[src/rtl/axi_burst_rd_engine.sv]
// axi_burst_rd_engine
//   Executes one memcpy burst as a single AXI4 INCR read. The AR request is
//   issued only after a 4KB-boundary check. R beats land in a 2-entry buffer
//   that drains to a valid/ready stream.
// Ports
//   clk, rst                       clock, async active-high reset
//   burst_start/addr/len           request (sampled only in IDLE)
//   burst_busy, burst_done         status back to the memcpy controller
//   m_axi_ar*                      AXI read address channel (master side)
//   m_axi_r*                       AXI read data channel (master side)
//   dout_valid/ready/data/last     downstream beat stream
//   rd_error, err_clr              sticky error flag and its synchronous clear
module axi_burst_rd_engine #(
    parameter int              DATA_W = 512,
    parameter int              ID_W   = 1,
    parameter logic [ID_W-1:0] AXI_ID = '0
) (
    input  logic              clk,
    input  logic              rst,
    input  logic              burst_start,
    input  logic [63:0]       burst_addr,
    input  logic [7:0]        burst_len,
    output logic              burst_busy,
    output logic              burst_done,
    output logic              m_axi_arvalid,
    input  logic              m_axi_arready,
    output logic [63:0]       m_axi_araddr,
    output logic [7:0]        m_axi_arlen,
    output logic [2:0]        m_axi_arsize,
    output logic [1:0]        m_axi_arburst,
    output logic [ID_W-1:0]   m_axi_arid,
    input  logic              m_axi_rvalid,
    output logic              m_axi_rready,
    input  logic [DATA_W-1:0] m_axi_rdata,
    input  logic [1:0]        m_axi_rresp,
    input  logic              m_axi_rlast,
    input  logic [ID_W-1:0]   m_axi_rid,
    output logic              dout_valid,
    input  logic              dout_ready,
    output logic [DATA_W-1:0] dout_data,
    output logic              dout_last,
    output logic              rd_error,
    input  logic              err_clr
);

    localparam logic [4:0] S_IDLE = 5'b00001;
    localparam logic [4:0] S_CHK  = 5'b00010;
    localparam logic [4:0] S_ADDR = 5'b00100;
    localparam logic [4:0] S_DATA = 5'b01000;
    localparam logic [4:0] S_DONE = 5'b10000;

    logic [4:0]        state;
    logic [7:0]        len_q;
    logic [6:0]        rx_cnt, tx_cnt;
    logic [1:0]        buf_cnt;
    logic [DATA_W-1:0] head_data, tail_data;
    logic              head_last, tail_last;

    logic       r_hs, d_hs, rx_is_last, tx_is_last, cross_4k, r_err, chk_err;
    logic [8:0] end_beat;

    assign m_axi_arsize  = 3'b110;
    assign m_axi_arburst = 2'b01;
    assign m_axi_arid    = AXI_ID;
    assign m_axi_arvalid = (state == S_ADDR);
    assign burst_busy    = (state != S_IDLE);
    assign burst_done    = (state == S_DONE);

    // rready depends only on registered state, never on rvalid.
    assign m_axi_rready = (state == S_DATA) && (buf_cnt < 2'd2) && ({1'b0, rx_cnt} != len_q);
    assign dout_valid   = (buf_cnt != 2'd0);
    assign dout_data    = head_data;
    assign dout_last    = dout_valid && head_last;

    assign r_hs       = m_axi_rvalid && m_axi_rready;
    assign d_hs       = dout_valid && dout_ready;
    assign rx_is_last = ({1'b0, rx_cnt} == len_q - 8'd1);
    assign tx_is_last = ({1'b0, tx_cnt} == len_q - 8'd1);

    // Beat position of the burst end inside its 4KB page; beyond 64 beats crosses.
    assign end_beat = {3'b000, m_axi_araddr[11:6]} + {1'b0, len_q};
    assign cross_4k = (end_beat > 9'd64);
    assign chk_err  = (state == S_CHK) && (len_q != 8'd0) && cross_4k;
    assign r_err    = r_hs && ((m_axi_rresp != 2'b00) || (m_axi_rid != AXI_ID) ||
                               (m_axi_rlast != rx_is_last));

    always_ff @(posedge clk or posedge rst) begin
        if (rst) begin
            state        <= S_IDLE;
            len_q        <= 8'd0;
            m_axi_araddr <= 64'd0;
            m_axi_arlen  <= 8'd0;
        end else begin
            case (state)
                S_IDLE: if (burst_start) begin
                    m_axi_araddr <= {burst_addr[63:6], 6'd0};
                    m_axi_arlen  <= burst_len - 8'd1;
                    len_q        <= burst_len;
                    state        <= S_CHK;
                end
                S_CHK:  state <= ((len_q == 8'd0) || cross_4k) ? S_DONE : S_ADDR;
                S_ADDR: if (m_axi_arready) state <= S_DATA;
                S_DATA: if (d_hs && tx_is_last) state <= S_DONE;
                S_DONE: state <= S_IDLE;
                default: state <= S_IDLE;
            endcase
        end
    end

    always_ff @(posedge clk or posedge rst) begin
        if (rst) begin
            rx_cnt <= 7'd0;
            tx_cnt <= 7'd0;
        end else if (state == S_IDLE) begin
            rx_cnt <= 7'd0;
            tx_cnt <= 7'd0;
        end else begin
            if (r_hs) rx_cnt <= rx_cnt + 7'd1;
            if (d_hs) tx_cnt <= tx_cnt + 7'd1;
        end
    end

    // Two-entry buffer: head feeds dout directly, tail holds the second beat.
    always_ff @(posedge clk or posedge rst) begin
        if (rst) begin
            buf_cnt   <= 2'd0;
            head_data <= '0;
            head_last <= 1'b0;
            tail_data <= '0;
            tail_last <= 1'b0;
        end else begin
            case ({r_hs, d_hs})
                2'b10: begin
                    if (buf_cnt == 2'd0) begin
                        head_data <= m_axi_rdata;
                        head_last <= rx_is_last;
                    end else begin
                        tail_data <= m_axi_rdata;
                        tail_last <= rx_is_last;
                    end
                    buf_cnt <= buf_cnt + 2'd1;
                end
                2'b01: begin
                    head_data <= tail_data;
                    head_last <= tail_last;
                    buf_cnt   <= buf_cnt - 2'd1;
                end
                2'b11: begin
                    // Push only happens below full, so count is 1: new beat goes straight to head.
                    head_data <= m_axi_rdata;
                    head_last <= rx_is_last;
                end
                default: ;
            endcase
        end
    end

    // Set wins over clear in the same cycle.
    always_ff @(posedge clk or posedge rst) begin
        if (rst)                  rd_error <= 1'b0;
        else if (r_err || chk_err) rd_error <= 1'b1;
        else if (err_clr)         rd_error <= 1'b0;
    end

endmodule
[config.mk]
export PLATFORM = sky130hd
export DESIGN_NAME = axi_burst_rd_engine
export DESIGN_NICKNAME = d
export VERILOG_FILES = /design/src/rtl/axi_burst_rd_engine.sv
export SDC_FILE = /design/constraint.sdc
export NUM_CORES = 2
export LEC_CHECK = 0
export BUFFER_PORTS_ARGS = -buffer_cell sky130_fd_sc_hd__buf_2
export CORE_AREA = 2 2 468 470
export CTS_BUF_LIST = sky130_fd_sc_hd__clkbuf_2
export CTS_CLUSTER_DIAMETER = 200
export CTS_CLUSTER_SIZE = 10
export DETAILED_ROUTE_END_ITERATION = 7
export DIE_AREA = 0 0 470 472
export GPL_ROUTABILITY_DRIVEN = 1
export PLACE_DENSITY = 0.36
export SLEW_MARGIN = 40
export SYNTH_ARGS = -nofsm -noshare
export SYNTH_HDL_FRONTEND = slang
export SYNTH_SLANG_ARGS = --single-unit
[constraint.sdc]
create_clock -name clk -period 43.7 [get_ports clk]
set_clock_uncertainty 0.15 [all_clocks]
set_input_delay 8.74 -clock clk [delete_from_list [all_inputs] [get_ports clk]]
set_output_delay 8.74 -clock clk [all_outputs]
set_load 0.005 [all_outputs]
==> summary by stage <==
Run status
The run finished with clean final reports.

Worst setup path
In this design, the stage delay of the slowest critical-path cell is 0.59 ns. The endpoint class of the critical path is a primary output. The origin of the critical flop-to-flop path is len_q[6]. The data arrival time at the worst-slack endpoint is 3.23 ns. The cell with the largest stage delay on the worst path is sky130_fd_sc_hd__dfrtp_1. The cell depth of the worst flop-to-flop path is 13.

Following the worst setup path forward leads to its endpoint at m_axi_rready. In this run the worst setup path begins at len_q[6]. The critical path goes through xor2_1 > nor4_1 > nand2_1 > and2_1 > buf_2. The register-to-register setup slack is 37.55 ns.

The highest net fanout along the worst path is 13. For the worst setup path, the data required time is 34.81 ns. The critical path class is reg -> out.

The endpoint of the worst-slack reg-to-reg timing path is dout_data[187]. The worst setup path is launched from a register.

Clock network
TritonCTS built the clock tree. In this run, post-CTS hold repair placed 0 buffers. Clock-pin slew was measured on the worst setup and hold paths at 0.25 ns. The clock tree synthesis step divided the H-tree into 4 levels.

The cell at the root of the clock tree is sky130_fd_sc_hd__clkbuf_2. Clock latency on the worst-skew pair, taken at its later pin, is 1.66 ns. The number of resized instances in the post-cts repair step is 0. Buffers added to address setup during post-CTS repair amount to 0. The clock net in this run drives a total of 1122 sinks. Clock tree synthesis inserted a total of 130 buffers. The number of buffers on the longest clock path is 3.

Pwr
VDD sags by at most 23.8 µV. For this design the static power due to leakage is 0.0279 µW. The power per unit of standard cell area is 56.4 nW/µm².

Synthesis
Summing the areas of all fa, ha and maj instances in the mapped netlist gives 0.389% of the synthesized area. After synthesis, the largest family of logic cells by area is multiplexers. The mux share of post-synthesis cell area is 24.8%. The most repeated cell in the gate-level netlist after synthesis is sky130_fd_sc_hd__dfrtp_1. After synthesis, flip-flops and latches occupy 59.7% of the total area. The synthesized area divided by synthesized cell count is 12.6 µm².

The area share of the largest cell type after synthesis is 59.7%. Synthesis produced 3723 cells. The synthesized netlist occupies a cell area of 47000 µm².

The cell taking the most area after synthesis is sky130_fd_sc_hd__dfrtp_1. By count the netlist is led by sky130_fd_sc_hd__dfrtp_1 (1121), sky130_fd_sc_hd__mux2_2 (577), sky130_fd_sc_hd__nor2_1 (536). After synthesis the netlist holds a flip-flop and latch count of 1122. Of the total synthesized cell area, the portion taken by AND, OR, NAND and NOR gates is 5.26%.

Among all flip-flop cells after synthesis, the most frequent one is sky130_fd_sc_hd__dfrtp_1. The Yosys step of the flow raised 0 warnings. In the post-synthesis netlist, the biggest area contributors are sky130_fd_sc_hd__dfrtp_1 (60%), sky130_fd_sc_hd__mux2_2 (14%), sky130_fd_sc_hd__mux2i_1 (11%). After Yosys synthesis, XOR and XNOR cells account for 0.820% of the synthesized area.

The share of async-settable or async-resettable flops after synthesis is 100%. The netlist uses 56 different library cells. Summing the areas of all compound-gate instances in the mapped netlist gives 6.16% of the synthesized area.

The synthesized design contains 0 enable-type register cells.

Global routing
The wire length of the first global-routing pass is 242000 µm. Entering global routing, the biggest net connects 198 pins. In the global route stage, overall resource usage came out at 14.8%. The number of antenna violations at the first check in global routing is 146. The aggregate global routing overflow is 0. The number of global-route vias before repair was 33.0k.

Timing
Setup violations remaining at the end of the flow were counted as 0. At the pin with the least slew margin, the transition time is 1.15 ns. The final critical delay including setup and external delays is 12.12 ns.

The number of hold violations in the final report is 0. Setup repair after global routing left no endpoint under its margin. The slack of the critical path is 31.58 ns. The post-route setup TNS is 0 ns.

Headroom to the max-slew limit came out at 23.5%. The final number of max-transition violations is 0. The share of the clock period used by the worst path after layout is 27.7%. The fmax is 82.5 MHz.

Die
The floorplan step defined a die boundary enclosing 222000 µm². The die height is 472 µm. The initial utilization of the core area, before any placement, comes to 21.7%.

The I/O pin count is 1192. Measured along the x axis, the die boundary spans 470 µm. The floorplan has 171 rows. The total core area is 217000 µm².

Placement
At the end of routability-driven placement, the weighted congestion stood at 0.793. The number of buffer cells added on primary ports is 1173. The worst setup timing slack at the placement stage is 29.72 ns. After legalization and detailed placement, the total HPWL measured 122000 µm.

Routing
Dividing the detail-routed via count by the number of cells gives 4.23. The total length of routed wires is 169000 µm. The average wire per cell in the routed design is 21.7 µm.

For this block, the initial DRC count from the detailed router was 1525. Once detail routing completed, the nets flagged for antenna violations numbered 0. The count of TritonRoute iterations in the first routing pass is 5. For this run, design rule violations remaining after detail routing come to 0. The final route contains 32.8k vias.

Cells and area
Of the cells placed in the final design, the portion with a size suffix greater than 1 is 40.6%. The number of fill cells is 23.2k. For this run, the share of the core covered by cells in the final layout is 26.3%.

Relative to the synthesized area, the layout overhead comes to 21.1%. The final layout contains 5444 nets.

Min path
The worst min-delay path category is reg -> reg.

Job
Max-cap violations in this run came to 0.
-- registers in the layout (all words and copies together), names as in the netlist, 2 cells and up --
name	cells
dout_data	512
tail_data	512
m_axi_araddr	58
len_q	8
m_axi_arlen	8
rx_cnt	7
tx_cnt	7
state	5
buf_cnt	2
-- per-stage QoR --
step | cells | total power, µW | area (µm²) | hold slack, ns
after floorplan | 3733 | 2140 | 47100 | 0.323
after global placement | 7547 | 2770 | 55700 | 0.317
after detailed placement | 7552 | 2780 | 55800 | 0.318
after CTS | 7703 | 3310 | 56700 | 0.261
after global routing | 7741 | 3470 | 56900 | 0.286
final | 7755 | 3210 | 57000 | 0.308
-- critical path, delay by kind of cell, from the launching register on --
family | cells | cell delay [ns]
xor+xnor | 1 | 0.26
buf+inv | 1 | 0.15
simple gates | 3 | 0.57
flops | 1 | 0.59
-- worst min path at each step --
stage	start	endpoint	cells after the start
finish	tail_data[213]	dout_data[213]	2
global route	tail_data[183]	dout_data[183]	2
CTS	tail_data[213]	dout_data[213]	2
detailed placement	m_axi_arlen[0]	m_axi_arlen[0]	2
global placement	m_axi_arlen[0]	m_axi_arlen[0]	2
floorplan	m_axi_arlen[0]	m_axi_arlen[0]	2
-- cells in the final DEF (no fill, tap or decap), types with 4 or more instances in the layout --
| cell | instances |
|---|---|
| sky130_fd_sc_hd__buf_12 | 10 |
| sky130_fd_sc_hd__conb_1 | 12 |
| sky130_fd_sc_hd__buf_4 | 20 |
| sky130_fd_sc_hd__inv_2 | 6 |
| sky130_fd_sc_hd__nand4_1 | 6 |
| sky130_fd_sc_hd__nand3_1 | 7 |
| sky130_fd_sc_hd__xor2_1 | 24 |
| sky130_fd_sc_hd__a31oi_1 | 4 |
| sky130_fd_sc_hd__buf_6 | 18 |
| sky130_fd_sc_hd__xnor2_1 | 20 |
| sky130_fd_sc_hd__clkbuf_2 | 137 |
| sky130_fd_sc_hd__clkinvlp_4 | 4 |
| sky130_fd_sc_hd__mux2_2 | 577 |
| sky130_fd_sc_hd__nor3_1 | 8 |
| sky130_fd_sc_hd__inv_1 | 9 |
| sky130_fd_sc_hd__buf_2 | 1173 |
| sky130_fd_sc_hd__mux2i_1 | 514 |
| sky130_fd_sc_hd__or3_1 | 4 |
| sky130_fd_sc_hd__buf_16 | 6 |
| sky130_fd_sc_hd__a21oi_1 | 521 |
| sky130_fd_sc_hd__nand2b_1 | 4 |
| sky130_fd_sc_hd__diode_2 | 47 |
| sky130_fd_sc_hd__dfrtp_1 | 1121 |
| sky130_fd_sc_hd__ha_1 | 12 |
| sky130_fd_sc_hd__nand2_1 | 27 |
| sky130_fd_sc_hd__o21ai_0 | 19 |
| sky130_fd_sc_hd__nor2_1 | 536 |
-- logic make-up (layout without fill, tap and decap cells) --
| group | after synthesis | after routing |
|---|---|---|
| adders and majority gates | 14 | 14 |
| AOI/OAI and AO/OA | 562 | 562 |
| and+or+nand+nor | 618 | 618 |
| other | 2 | 59 |
| xor gates and xnor gates | 44 | 44 |
| DFF | 1122 | 1122 |
| muxes | 1091 | 1091 |
| buffers and inverters | 270 | 1391 |
-- layer usage --
layer / GRT usage (%) / vias up / part of all wire, %
met3: 6.52 / 392 / 9.3
met4: 5.71 / 112 / 3.5
met1: 17.2 / 16100 / 40
met5: 0 / - / 0.41
li1: - / 15200 / -
met2: 23.9 / 1057 / 47
-- power breakdown --
group | switching (µW) | total (µW) | internal (µW) | leakage [µW]
Sequential | 182 | 1510 | 1330 | 0.0142
Combinational | 709 | 1210 | 503 | 0.0130
Clock | 386 | 489 | 103 | 0.000643
-- layout make-up --
cell class,instances,area (µm²),area share (%)
Clock buffer,137,686,1.20
Timing Repair Buffer,1228,6600,11.6
Sequential cell,1122,28100,49.3
Tap cell,2854,3570,6.27
Clock inverter,14,161,0.283
Antenna cell,47,118,0.207
Multi-Input combinational cell,2341,17700,31.0
Inverter,12,57.6,0.101
Power figures use the tool's default switching activity.
